$ cat src/rtl/imem_dmem_responder_pkg.sv
// Shared widths, request payload and arbiter state encoding for the IF/MEM memory responder.
package imem_dmem_responder_pkg;

    localparam int unsigned ADDR_W = 32;
    localparam int unsigned DATA_W = 32;
    localparam int unsigned MASK_W = DATA_W / 8;

    typedef struct packed {
        logic [ADDR_W-1:0] addr;
        logic [MASK_W-1:0] rmask;
        logic [MASK_W-1:0] wmask;
        logic [DATA_W-1:0] wdata;
    } mem_req_t;

    typedef enum logic [1:0] {
        IDLE,
        SERVE_D,
        SERVE_I
    } resp_arb_state_t;

endpackage

$ cat src/rtl/imem_dmem_responder_if.sv
// Generic req/resp memory bus: requester drives the request, responder returns data and a resp pulse.
interface imem_dmem_responder_if
    import imem_dmem_responder_pkg::*;
();

    logic              req;
    logic [ADDR_W-1:0] addr;
    logic [MASK_W-1:0] rmask;
    logic [MASK_W-1:0] wmask;
    logic [DATA_W-1:0] wdata;
    logic [DATA_W-1:0] rdata;
    logic              resp;

    modport master (output req, addr, rmask, wmask, wdata, input rdata, resp);
    modport slave (input req, addr, rmask, wmask, wdata, output rdata, resp);
    // Read-only responder view, used for the instruction fetch port.
    modport rd_slave (input req, addr, rmask, output rdata, resp);

endinterface

$ cat src/rtl/imem_dmem_responder_req_slot.sv
// Single-entry holding register for one outstanding request.
module imem_dmem_responder_req_slot
    import imem_dmem_responder_pkg::*;
(
    input  logic     clk,
    input  logic     rst,
    input  logic     load,
    input  logic     clear,
    input  mem_req_t din,
    output logic     full,
    output mem_req_t dout
);

    // Clear wins; a load into an occupied slot is dropped so the held request stays intact.
    always_ff @(posedge clk) begin
        if (rst) begin
            full <= 1'b0;
            dout <= '0;
        end else if (clear) begin
            full <= 1'b0;
        end else if (load && !full) begin
            full <= 1'b1;
            dout <= din;
        end
    end

endmodule

$ cat src/rtl/imem_dmem_responder.sv
// Serialises IF-stage fetches and MEM-stage data accesses onto one backing memory port, D before I.
module imem_dmem_responder
    import imem_dmem_responder_pkg::*;
(
    input  logic                     clk,
    input  logic                     rst,
    imem_dmem_responder_if.rd_slave  imem,
    imem_dmem_responder_if.slave     dmem,
    imem_dmem_responder_if.master    mem
);

    resp_arb_state_t state;

    logic     i_full, d_full;
    logic     i_load, d_load;
    logic     i_clear, d_clear;
    mem_req_t i_in, d_in;
    mem_req_t i_held, d_held;
    mem_req_t i_pick, d_pick;

    // Incoming payloads; fetches never write.
    assign i_in = '{addr: imem.addr, rmask: imem.rmask, wmask: '0, wdata: '0};
    assign d_in = '{addr: dmem.addr, rmask: dmem.rmask, wmask: dmem.wmask, wdata: dmem.wdata};

    assign i_load  = imem.req && !i_full;
    assign d_load  = dmem.req && !d_full;
    assign i_clear = (state == SERVE_I) && mem.resp;
    assign d_clear = (state == SERVE_D) && mem.resp;

    // A request arriving this cycle is visible to arbitration straight from the port.
    assign i_pick = i_full ? i_held : i_in;
    assign d_pick = d_full ? d_held : d_in;

    imem_dmem_responder_req_slot u_i_slot (
        .clk   (clk),
        .rst   (rst),
        .load  (i_load),
        .clear (i_clear),
        .din   (i_in),
        .full  (i_full),
        .dout  (i_held)
    );

    imem_dmem_responder_req_slot u_d_slot (
        .clk   (clk),
        .rst   (rst),
        .load  (d_load),
        .clear (d_clear),
        .din   (d_in),
        .full  (d_full),
        .dout  (d_held)
    );

    // Arbiter FSM with registered backing request and pipeline responses.
    always_ff @(posedge clk) begin
        if (rst) begin
            state      <= IDLE;
            mem.req    <= 1'b0;
            mem.addr   <= '0;
            mem.rmask  <= '0;
            mem.wmask  <= '0;
            mem.wdata  <= '0;
            imem.resp  <= 1'b0;
            imem.rdata <= '0;
            dmem.resp  <= 1'b0;
            dmem.rdata <= '0;
        end else begin
            imem.resp <= 1'b0;
            dmem.resp <= 1'b0;
            case (state)
                IDLE: begin
                    if (d_full || d_load) begin
                        state     <= SERVE_D;
                        mem.req   <= 1'b1;
                        mem.addr  <= d_pick.addr;
                        mem.rmask <= d_pick.rmask;
                        mem.wmask <= d_pick.wmask;
                        mem.wdata <= d_pick.wdata;
                    end else if (i_full || i_load) begin
                        state     <= SERVE_I;
                        mem.req   <= 1'b1;
                        mem.addr  <= i_pick.addr;
                        mem.rmask <= i_pick.rmask;
                        mem.wmask <= '0;
                        mem.wdata <= '0;
                    end
                end
                SERVE_D: begin
                    if (mem.resp) begin
                        state      <= IDLE;
                        mem.req    <= 1'b0;
                        dmem.rdata <= mem.rdata;
                        dmem.resp  <= 1'b1;
                    end
                end
                SERVE_I: begin
                    if (mem.resp) begin
                        state      <= IDLE;
                        mem.req    <= 1'b0;
                        imem.rdata <= mem.rdata;
                        imem.resp  <= 1'b1;
                    end
                end
                default: begin
                    state   <= IDLE;
                    mem.req <= 1'b0;
                end
            endcase
        end
    end

endmodule

$ cat src/flat_wrapper.sv
// flat-port wrapper written by rule: the top's interface ports become plain ports
module imem_dmem_responder_flat import imem_dmem_responder_pkg::*;
  (clk, rst, imem_req, imem_addr, imem_rmask, imem_rdata, imem_resp, dmem_req, dmem_addr, dmem_rmask, dmem_wmask, dmem_wdata, dmem_rdata, dmem_resp, mem_req, mem_addr, mem_rmask, mem_wmask, mem_wdata, mem_rdata, mem_resp);
  imem_dmem_responder_if imem_i ();
  imem_dmem_responder_if dmem_i ();
  imem_dmem_responder_if mem_i ();
  input  logic clk;
  input  logic rst;
  input wire logic [$bits(imem_i.req)-1:0] imem_req;
  input wire logic [$bits(imem_i.addr)-1:0] imem_addr;
  input wire logic [$bits(imem_i.rmask)-1:0] imem_rmask;
  output wire logic [$bits(imem_i.rdata)-1:0] imem_rdata;
  output wire logic [$bits(imem_i.resp)-1:0] imem_resp;
  input wire logic [$bits(dmem_i.req)-1:0] dmem_req;
  input wire logic [$bits(dmem_i.addr)-1:0] dmem_addr;
  input wire logic [$bits(dmem_i.rmask)-1:0] dmem_rmask;
  input wire logic [$bits(dmem_i.wmask)-1:0] dmem_wmask;
  input wire logic [$bits(dmem_i.wdata)-1:0] dmem_wdata;
  output wire logic [$bits(dmem_i.rdata)-1:0] dmem_rdata;
  output wire logic [$bits(dmem_i.resp)-1:0] dmem_resp;
  output wire logic [$bits(mem_i.req)-1:0] mem_req;
  output wire logic [$bits(mem_i.addr)-1:0] mem_addr;
  output wire logic [$bits(mem_i.rmask)-1:0] mem_rmask;
  output wire logic [$bits(mem_i.wmask)-1:0] mem_wmask;
  output wire logic [$bits(mem_i.wdata)-1:0] mem_wdata;
  input wire logic [$bits(mem_i.rdata)-1:0] mem_rdata;
  input wire logic [$bits(mem_i.resp)-1:0] mem_resp;
  assign imem_i.req = imem_req;
  assign imem_i.addr = imem_addr;
  assign imem_i.rmask = imem_rmask;
  assign imem_rdata = imem_i.rdata;
  assign imem_resp = imem_i.resp;
  assign dmem_i.req = dmem_req;
  assign dmem_i.addr = dmem_addr;
  assign dmem_i.rmask = dmem_rmask;
  assign dmem_i.wmask = dmem_wmask;
  assign dmem_i.wdata = dmem_wdata;
  assign dmem_rdata = dmem_i.rdata;
  assign dmem_resp = dmem_i.resp;
  assign mem_req = mem_i.req;
  assign mem_addr = mem_i.addr;
  assign mem_rmask = mem_i.rmask;
  assign mem_wmask = mem_i.wmask;
  assign mem_wdata = mem_i.wdata;
  assign mem_i.rdata = mem_rdata;
  assign mem_i.resp = mem_resp;
  imem_dmem_responder u_core (.clk(clk), .rst(rst), .imem(imem_i), .dmem(dmem_i), .mem(mem_i));
endmodule
$ cat config.mk
export PLATFORM = sky130hd
export DESIGN_NAME = imem_dmem_responder_flat
export DESIGN_NICKNAME = d
export VERILOG_FILES = /design/src/rtl/imem_dmem_responder_pkg.sv /design/src/rtl/imem_dmem_responder_if.sv /design/src/rtl/imem_dmem_responder_req_slot.sv /design/src/rtl/imem_dmem_responder.sv /design/src/flat_wrapper.sv
export SDC_FILE = /design/constraint.sdc
export NUM_CORES = 1
export LEC_CHECK = 0
export ABC_CLOCK_PERIOD_IN_PS = 1700
export CAP_MARGIN = 15
export CORE_ASPECT_RATIO = 1.75
export CORE_MARGIN = 2
export CORE_UTILIZATION = 45
export CTS_BUF_LIST = sky130_fd_sc_hd__clkbuf_8
export DETAILED_ROUTE_END_ITERATION = 12
export DONT_BUFFER_PORTS = 1
export GPL_ROUTABILITY_DRIVEN = 0
export PLACE_DENSITY = 0.64
export SYNTH_ARGS = -nofsm -noshare
export SYNTH_HDL_FRONTEND = slang
export SYNTH_HIERARCHICAL = 1
export SYNTH_SLANG_ARGS = --single-unit
$ cat constraint.sdc
create_clock -name clk -period 1.7 [get_ports clk]
set_input_delay 0.17 -clock clk [delete_from_list [all_inputs] [get_ports clk]]
set_output_delay 0.17 -clock clk [all_outputs]
set_load 0.05 [all_outputs]
==> flow_metrics.tcl, run 1 <==
set metrics [dict create \
    postCtsSetupBuffers 0 \
    ctsResizeCount 1 \
    syn_nets 1482 \
    synth_warnings 6 \
    outcome "aborted with a tool error" \
    cts_root_buffer "clkbuf_8" \
    hpwl_um 18260 \
    stop_stage "clock tree synthesis (4_1_cts)" \
    synth_cells 1334 \
    error "[ERROR RSZ-0060] Max buffer count reached." \
    hold_buffers 337 \
    ios 284 \
    initial_core_util_pct 45.69 \
    fp.dieW_um 124.8 \
    rows 77 \
    chipHeight_um 215.4 \
    synth_area_per_cell_um2 8.613 \
    ctsHtreeMaxLevel 2 \
    port_buffers 0 \
    syn_area_um2 11490 \
    numCtsBuffers 40 \
    clk_path_buf_depth 3 \
]
[stage by stage]
stage / hold slack [ns] / util [%] / instance area, um^2 / instances / setup slack, ns
after detailed placement: 0.2632 / 47.31 / 11900 / 1609 / 0.03060
after global placement: 0.2657 / 47.31 / 11900 / 1609 / 0.1034
after floorplan: 0.3060 / - / 11500 / 1334 / 0.002644
==> run 2: changes to the inputs <==
Settings changed: ABC_CLOCK_PERIOD_IN_PS 1700 to 2200, CORE_ASPECT_RATIO 1.75 to default, CORE_UTILIZATION 45 to 30, CTS_BUF_LIST sky130_fd_sc_hd__clkbuf_8 to default, PLACE_DENSITY 0.64 to default, PLACE_DENSITY_LB_ADDON from default to 0.15.
Clock period 1.7 ns to 2.2 ns, I/O delays scaled along.
==> flow_metrics.tcl, run 2 <==
set metrics [dict create \
    power_density_nw_per_um2 916.0 \
    fp.dieW_um 199.7 \
    drive_above_1_share_pct 7.896 \
    r2r_end "u_core/mem.addr[10]$_SDFFE_PP0P_" \
    initial_core_util_pct 30.50 \
    tightest_slew_ns 0.8870 \
    critPathLaunchType "register" \
    port_buffers 0 \
    wl_per_cell_um 18.78 \
    maxSlewViolCount 0 \
    grt_max_degree 203 \
    final_cell_mix "341 x dlygate4sd3_1, 249 x dfxtp_1, 228 x nand2_1" \
    place_area_um2 11740 \
    hpwl_um 20270 \
    top_register "u_core/u_d_slot/dout" \
    syn2layout_area_growth_pct 43.20 \
    hp-start "dmem_wdata[21]" \
    dieArea_um2 39880 \
    grt_use_total_pct 18.74 \
    worstSetupPathType "reg -> reg" \
    fin_crit_ns 2.159 \
    cp_max_fo 6 \
    whs_path_depth 4 \
    syn_area_um2 11490 \
    hold_viol_final 1 \
    syn_nets 1482 \
    r2r_start "u_core/u_d_slot/full$_SDFFE_PP0P_" \
    numCtsBuffers 31 \
    synth_cells 1334 \
    largest_reg_flops 72 \
    final_cell_count_no_fill 2170 \
    grt_pass1_wl_um 59450 \
    end_kind "register" \
    diodes 0 \
    setup_viol 0 \
    dr.pass1.iters 5 \
    regArea_um2 5032 \
    path_clk_slew_ns 0.06 \
    p_leak_nw 6.331 \
    coreArea_um2 37670 \
    outcome "finished, violations left" \
    wl_um 40760 \
    cts_root_buffer "clkbuf_16" \
    fin_crit_sh_pct 98.15 \
    vias 10350 \
    grt_pass1_vias 10680 \
    grt.overflow.total 0 \
    reg2reg_depth 8 \
    vdd_drop_max_mv 0.6402 \
    nets 1786 \
    clock_skew_ns 0.01806 \
    rows 71 \
    antenna_left 0 \
    worstPathRequired_ns 2.70 \
    multi_input_area_um2 5817 \
    synth_warnings 6 \
    synth_area_per_cell_um2 8.613 \
    chipHeight_um 199.7 \
    violations "negative hold slack" \
    top_regs "u_core/u_d_slot/dout: 72 flops, u_core/u_i_slot/dout: 36 flops" \
    ff2ff_setup_slack_ns 0.04 \
    slew_headroom_pct 40.67 \
    cts_sinks 251 \
    ios 284 \
    vias_per_cell 4.770 \
    arrival_ns 2.66 \
    cts_tree "done" \
    clk_latency_ns 0.57 \
    antenna_found_initial 1 \
    hold_path_end "u_core/mem.wdata[21]$_SDFFE_PP0P_" \
    clk_path_buf_depth 3 \
    final_common_cell "dlygate4sd3_1" \
    ctsHtreeMaxLevel 1 \
    hp-class "in -> reg" \
    maxCapViolations 0 \
    drt_first_iter_violations 451 \
    drc_errors 0 \
    final_area_um2 16450 \
    numPlacedInstances 1756 \
    fmax_ghz 0.4631 \
    num-fill-cells 3765 \
    hold_slack_ns -0.003187 \
]
[run 2: final cells by class]
| class | count | share of cell area (%) |
|---|---|---|
| tap | 511 | 3.886 |
| sequential | 251 | 30.59 |
| clock buffer | 42 | 5.270 |
| multi-input combinational | 964 | 35.35 |
| inverter | 4 | 0.09125 |
| timing repair buffer | 386 | 23.98 |
| clock inverter | 12 | 0.8289 |
[run 2: per-layer routing]
metal | vias to the layer above | share of wire, % | global-route usage [%]
li1 | 5050 | - | -
met1 | 4977 | 43 | 23.58
met2 | 280 | 48 | 31.97
met3 | 41 | 7.5 | 4.861
met4 | 2 | 1.5 | 4.472
met5 | - | 0.032 | 0
[run 2: worst max-delay path by stage]
stage	start	endpoint	slack, ns	cells after the start
floorplan	u_core/state[1]$_SDFFE_PP0P_	u_core/u_d_slot/dout[0]$_SDFFE_PP0P_	0.40	9
global placement	u_core/state[1]$_SDFFE_PP0P_	u_core/u_d_slot/dout[43]$_SDFFE_PP0P_	0.33	7
detailed placement	u_core/state[1]$_SDFFE_PP0P_	u_core/u_d_slot/dout[46]$_SDFFE_PP0P_	0.28	7
CTS	u_core/state[0]$_SDFFE_PP0P_	u_core/mem.wmask[3]$_SDFFE_PP0P_	0.01	7
global route	u_core/u_d_slot/full$_SDFFE_PP0P_	u_core/mem.addr[12]$_SDFFE_PP0P_	-0.05	8
finish	u_core/u_d_slot/full$_SDFFE_PP0P_	u_core/mem.addr[10]$_SDFFE_PP0P_	0.04	8
[run 2: stage by stage]
step | power (mW) | setup WS [ns] | utilization, % | TNS, ns
final | 15.07 | 0.04079 | 43.68 | 0
after global placement | 8.918 | 0.3289 | 31.16 | 0
after floorplan | 8.480 | 0.4023 | - | 0
after detailed placement | 8.953 | 0.2822 | 31.16 | 0
after global routing | 15.76 | -0.04834 | 43.68 | -0.1702
after CTS | 14.85 | 0.01219 | 43.04 | 0
[run 2: worst max-delay path, cell delays in order, from the launching register on]
cell and delay [ns]:
dfxtp_4 0.37, or2_4 0.27, o31ai_4 0.26, buf_6 0.18, clkbuf_16 0.17, buf_4 0.11
nor2_1 0.05, nor3_2 0.14, dlygate4sd3_1 0.55
[run 2: power breakdown]
part / internal (mW) / switching, mW / leakage, nW
Combinational: 1.62 / 1.70 / 3.77
Sequential: 5.08 / 1.53 / 2.06
Clock: 3.08 / 2.07 / 0.503
[run 2: what timing repair did]
action	CTS	global route
hold buffers	345	1
setup buffers	0	13
endpoints found under the setup margin	0	33
resized for setup	0	21
hold endpoints to repair	251	3
No activity file was read; power rests on OpenSTA's default activity.
==> run 3: changes to the inputs <==
Settings changed: SKIP_LAST_GASP from default to 1.
==> flow_metrics.tcl, run 3 (synthesis results as in run 2) <==
set metrics [dict create \
    r2r_end "u_core/mem.addr[4]$_SDFFE_PP0P_" \
    cp_max_fo 6 \
    slowest_stage "dlygate4sd3_1" \
    grt_use_total_pct 18.74 \
    wl_per_cell_um 18.77 \
    worstPathRequired_ns 2.70 \
    hold_path_end "u_core/mem.wdata[21]$_SDFFE_PP0P_" \
    dp_worst_setup_slack_ns 0.2822 \
    hold_viol_final 1 \
    finish.utilization_pct 43.66 \
    diodes 0 \
    hold_slack_ns -0.002452 \
    p_leak_nw 6.316 \
    fin_crit_sh_pct 98.98 \
    drive_above_1_share_pct 7.776 \
    tns_ns 0 \
    clk_path_buf_depth 3 \
    antenna_left 0 \
    vdd_drop_max_mv 0.6377 \
    hp-class "in -> reg" \
    wl_um 40740 \
    rows 71 \
    setup_slack_ns 0.02251 \
    cts_root_buffer "clkbuf_16" \
    arrival_ns 2.68 \
    hpwl_um 20270 \
    fmax_ghz 0.4592 \
    dr.pass1.iters 5 \
    port_buffers 0 \
    cts_sinks 251 \
    grt.overflow.total 0 \
    grt_pass1_wl_um 59450 \
    numPlacedInstances 1756 \
    largest_reg_flops 72 \
    clk_latency_ns 0.57 \
    syn2layout_area_growth_pct 43.11 \
    drt_first_iter_violations 420 \
    ctsHtreeMaxLevel 1 \
    ff2ff_setup_slack_ns 0.02 \
    whs_path_depth 4 \
    numCtsBuffers 31 \
    rsz0062_at_grt "true" \
    maxSlewViolCount 0 \
    coreArea_um2 37670 \
    ios 284 \
    critical-path-max-stage-delay_ns 0.57 \
    grt_max_degree 203 \
    vias 10350 \
    antenna_found_initial 1 \
    vias_per_cell 4.769 \
    end_kind "register" \
    top_register "u_core/u_d_slot/dout" \
    fin_crit_ns 2.177 \
    path_clk_slew_ns 0.06 \
    r2r_start "u_core/u_d_slot/full$_SDFFE_PP0P_" \
    chipHeight_um 199.7 \
    hp-start "dmem_wdata[21]" \
    violations "negative hold slack" \
    final_cell_mix "342 x dlygate4sd3_1, 249 x dfxtp_1, 228 x nand2_1" \
    outcome "finished, violations left" \
    grt_pass1_vias 10680 \
    critPathLaunchType "register" \
    fp.dieW_um 199.7 \
    maxCapViolations 0 \
    final_common_cell "dlygate4sd3_1" \
    top_regs "u_core/u_d_slot/dout: 72 flops, u_core/u_i_slot/dout: 36 flops" \
    initial_core_util_pct 30.50 \
    nets 1786 \
    path_cells "or2_4, o31ai_4, buf_6, clkbuf_16, buf_12, nor2_1, nor3_1, dlygate4sd3_1" \
    worstSetupPathType "reg -> reg" \
    dieArea_um2 39880 \
    clock_skew_ns 0.01800 \
    setup_viol 0 \
    tightest_slew_ns 0.9139 \
    cts_tree "done" \
    drc_errors 0 \
    power_density_nw_per_um2 916.0 \
    slew_headroom_pct 38.87 \
    final_cell_count_no_fill 2170 \
    reg2reg_depth 8 \
]
==> run 3: worst max path at each step <==
stage	startpoint	endpoint	slack (ns)	cells after the start
2_1_floorplan	u_core/state[1]$_SDFFE_PP0P_	u_core/u_d_slot/dout[0]$_SDFFE_PP0P_	0.40	9
6_report	u_core/u_d_slot/full$_SDFFE_PP0P_	u_core/mem.addr[4]$_SDFFE_PP0P_	0.02	8
3_5_place_dp	u_core/state[1]$_SDFFE_PP0P_	u_core/u_d_slot/dout[46]$_SDFFE_PP0P_	0.28	7
5_1_grt	u_core/u_d_slot/full$_SDFFE_PP0P_	u_core/mem.addr[4]$_SDFFE_PP0P_	-0.08	8
4_1_cts	u_core/state[0]$_SDFFE_PP0P_	u_core/mem.wmask[3]$_SDFFE_PP0P_	0.01	7
3_3_place_gp	u_core/state[1]$_SDFFE_PP0P_	u_core/u_d_slot/dout[43]$_SDFFE_PP0P_	0.33	7
==> run 3: per-stage QoR <==
stage	power [mW]	cell area [um^2]
2_1_floorplan	8.480	11490
3_3_place_gp	8.918	11740
3_5_place_dp	8.953	11740
4_1_cts	14.85	16210
5_1_grt	15.76	16440
6_report	15.06	16440
==> run 3: where the power goes <==
group	internal (mW)	switching, mW	leakage [nW]	total [mW]
sequential	5.08	1.53	2.06	6.61
clock	3.08	2.06	0.503	5.14
combinational	1.61	1.70	3.76	3.31
total	9.77	5.29	6.32	15.1
==> run 3: cell type report <==
type / count / area (um^2)
Multi-Input combinational cell: 964 / 5817
Sequential cell: 251 / 5032
Inverter: 4 / 15.01
Clock inverter: 12 / 136.4
Fill cell: 3765 / 21220
Timing Repair Buffer: 386 / 3936
Clock buffer: 42 / 867.1
Tap cell: 511 / 639.4
==> run 3: worst max-delay path, delay by kind of cell (launching register included) <==
kind	cells	cell delay, ns
AOI/OAI and AO/OA	1	0.26
buffers and inverters	4	1.01
DFF	1	0.37
and+or+nand+nor	3	0.48
==> run 3: metal layers <==
layer	part of all wire, %	track usage (%)	wire (um)
met3	7.3	4.861	2957
met5	0.032	0	13
met1	43	23.58	17590
met2	48	31.97	19540
met4	1.6	4.472	638
==> run 3: timing repair <==
action | in CTS | in global routing
hold buffers | 345 | 1
buffers inserted | 0 | 13
gates resized for setup | 0 | 16
endpoints found under the setup margin | 0 | 33
hold endpoints to repair | 251 | 3
==> run 4: changes to the inputs <==
Settings changed: ABC_CLOCK_PERIOD_IN_PS 2200 to 2400.
Clock period 2.2 ns to 2.4 ns, I/O delays scaled along.
==> flow_metrics.tcl, run 4 (synthesis results as in run 2) <==
set metrics [dict create \
    outcome "complete, no violations" \
    coreArea_um2 37670 \
    grt_use_total_pct 18.51 \
    clk_latency_ns 0.58 \
    p_leak_nw 6.331 \
    fp.dieW_um 199.7 \
    chipHeight_um 199.7 \
    slowest_stage "dlygate4sd3_1" \
    fin_crit_ns 2.327 \
    critical-path-max-stage-delay_ns 0.60 \
    clk_path_buf_depth 3 \
    path_clk_slew_ns 0.06 \
    arrival_ns 2.82 \
    port_buffers 0 \
    hpwl_um 19890 \
    hp-class "in -> reg" \
    ctsHtreeMaxLevel 1 \
    setup_viol 0 \
    vias 10120 \
    syn2layout_area_growth_pct 39.65 \
    vias_per_cell 4.746 \
    final_cell_count_no_fill 2133 \
    fin_crit_sh_pct 96.96 \
    top_regs "u_core/u_d_slot/dout: 72 flops, u_core/u_i_slot/dout: 36 flops" \
    critPathLaunchType "register" \
    total_power_mw 13.74 \
    final_common_cell "dlygate4sd3_1" \
    grt_max_degree 187 \
    final_cell_mix "315 x dlygate4sd3_1, 249 x dfxtp_1, 228 x nand2_1" \
    dieArea_um2 39880 \
    diodes 0 \
    wl_per_cell_um 18.61 \
    vdd_drop_max_mv 0.5728 \
    final_area_um2 16050 \
    hold_slack_ns 0.03179 \
    hold_viol_final 0 \
    maxSlewViolCount 0 \
    drt_first_iter_violations 430 \
    tightest_slew_ns 0.6676 \
    antenna_found_initial 0 \
    worstPathRequired_ns 2.90 \
    slew_headroom_pct 55.44 \
    grt_pass1_vias 10250 \
    initial_core_util_pct 30.50 \
    ios 284 \
    grt_pass1_wl_um 58070 \
    end_kind "register" \
    numPlacedInstances 1749 \
    cts_tree "done" \
    worstSetupPathType "reg -> reg" \
    dr.pass1.iters 7 \
    fmax_ghz 0.4297 \
    clock_skew_ns 0.02611 \
    numCtsBuffers 31 \
    drive_above_1_share_pct 6.905 \
    rows 71 \
    top_register "u_core/u_d_slot/dout" \
    maxCapViolations 0 \
    largest_reg_flops 72 \
    nets 1745 \
    rsz0062_at_grt "true" \
    power_density_nw_per_um2 856.4 \
    place_area_um2 11690 \
    cts_sinks 251 \
    path_cells "or2_2, o31ai_4, buf_4, buf_12, a211oi_1, nor3_1, dlygate4sd3_1" \
    antenna_left 0 \
    cts_root_buffer "clkbuf_16" \
    cp_max_fo 19 \
    drc_errors 0 \
    wl_um 39690 \
    grt.overflow.total 0 \
]
[run 4: final cells by class]
type                       count  area, um^2
fill                        3818       21620
clock inverter                12       128.9
clock buffer                  46       902.1
multi-input combinational    964        5786
tap                          511       639.4
sequential                   251        5030
inverter                       4       15.01
timing repair buffer         345        3545
[run 4: power breakdown]
| group | internal, mW | switching, mW | leakage [nW] |
|---|---|---|---|
| Combinational | 1.44 | 1.43 | 3.76 |
| Sequential | 4.66 | 1.48 | 2.06 |
| Clock | 2.82 | 1.91 | 0.512 |
| Total | 8.92 | 4.82 | 6.33 |
[run 4: final timing paths]
path	startpoint	to	slack [ns]	cells after the start
worst max-delay path	u_core/u_d_slot/full$_SDFFE_PP0P_	u_core/mem.wdata[22]$_SDFFE_PP0P_	0.07	7
worst min-delay path	dmem_addr[12]	u_core/mem.addr[12]$_SDFFE_PP0P_	0.03	4
worst max register to register	u_core/u_d_slot/full$_SDFFE_PP0P_	u_core/mem.wdata[22]$_SDFFE_PP0P_	0.07	7
worst min register to register	u_core/u_i_slot/dout[45]$_SDFFE_PP0P_	u_core/u_i_slot/dout[45]$_SDFFE_PP0P_	0.47	2
[run 4: per-stage QoR]
step                TNS [ns]  worst slack, ns  utilization [%]
floorplan                  0           0.6023                -
global placement           0           0.6001            31.02
detailed placement         0           0.5977            31.02
CTS                        0          0.01304            42.20
global route        -0.03822         -0.03018            42.60
finish                     0          0.07301            42.60
[run 4: critical path, delay by kind of cell, from the launching register on]
family | cells | cell delay, ns
AOI/OAI and AO/OA | 2 | 0.31
and+or+nand+nor | 2 | 0.49
DFF | 1 | 0.41
buffers and inverters | 3 | 1.01
[run 4: what timing repair did]
item | 4_1_cts | 5_1_grt
hold buffers | 316 | 0
endpoints found under the setup margin | 0 | 66
setup buffers | 0 | 5
gates resized for setup | 0 | 4
endpoints found under the hold margin | 251 | 0
[run 4: layer usage]
metal | wire, um | share of wire [%] | track usage [%]
met3 | 2916 | 7.3 | 5.283
met2 | 18920 | 48 | 31.84
met4 | 656 | 1.7 | 4.198
met1 | 17190 | 43 | 22.86
met5 | 0 | 0 | 0
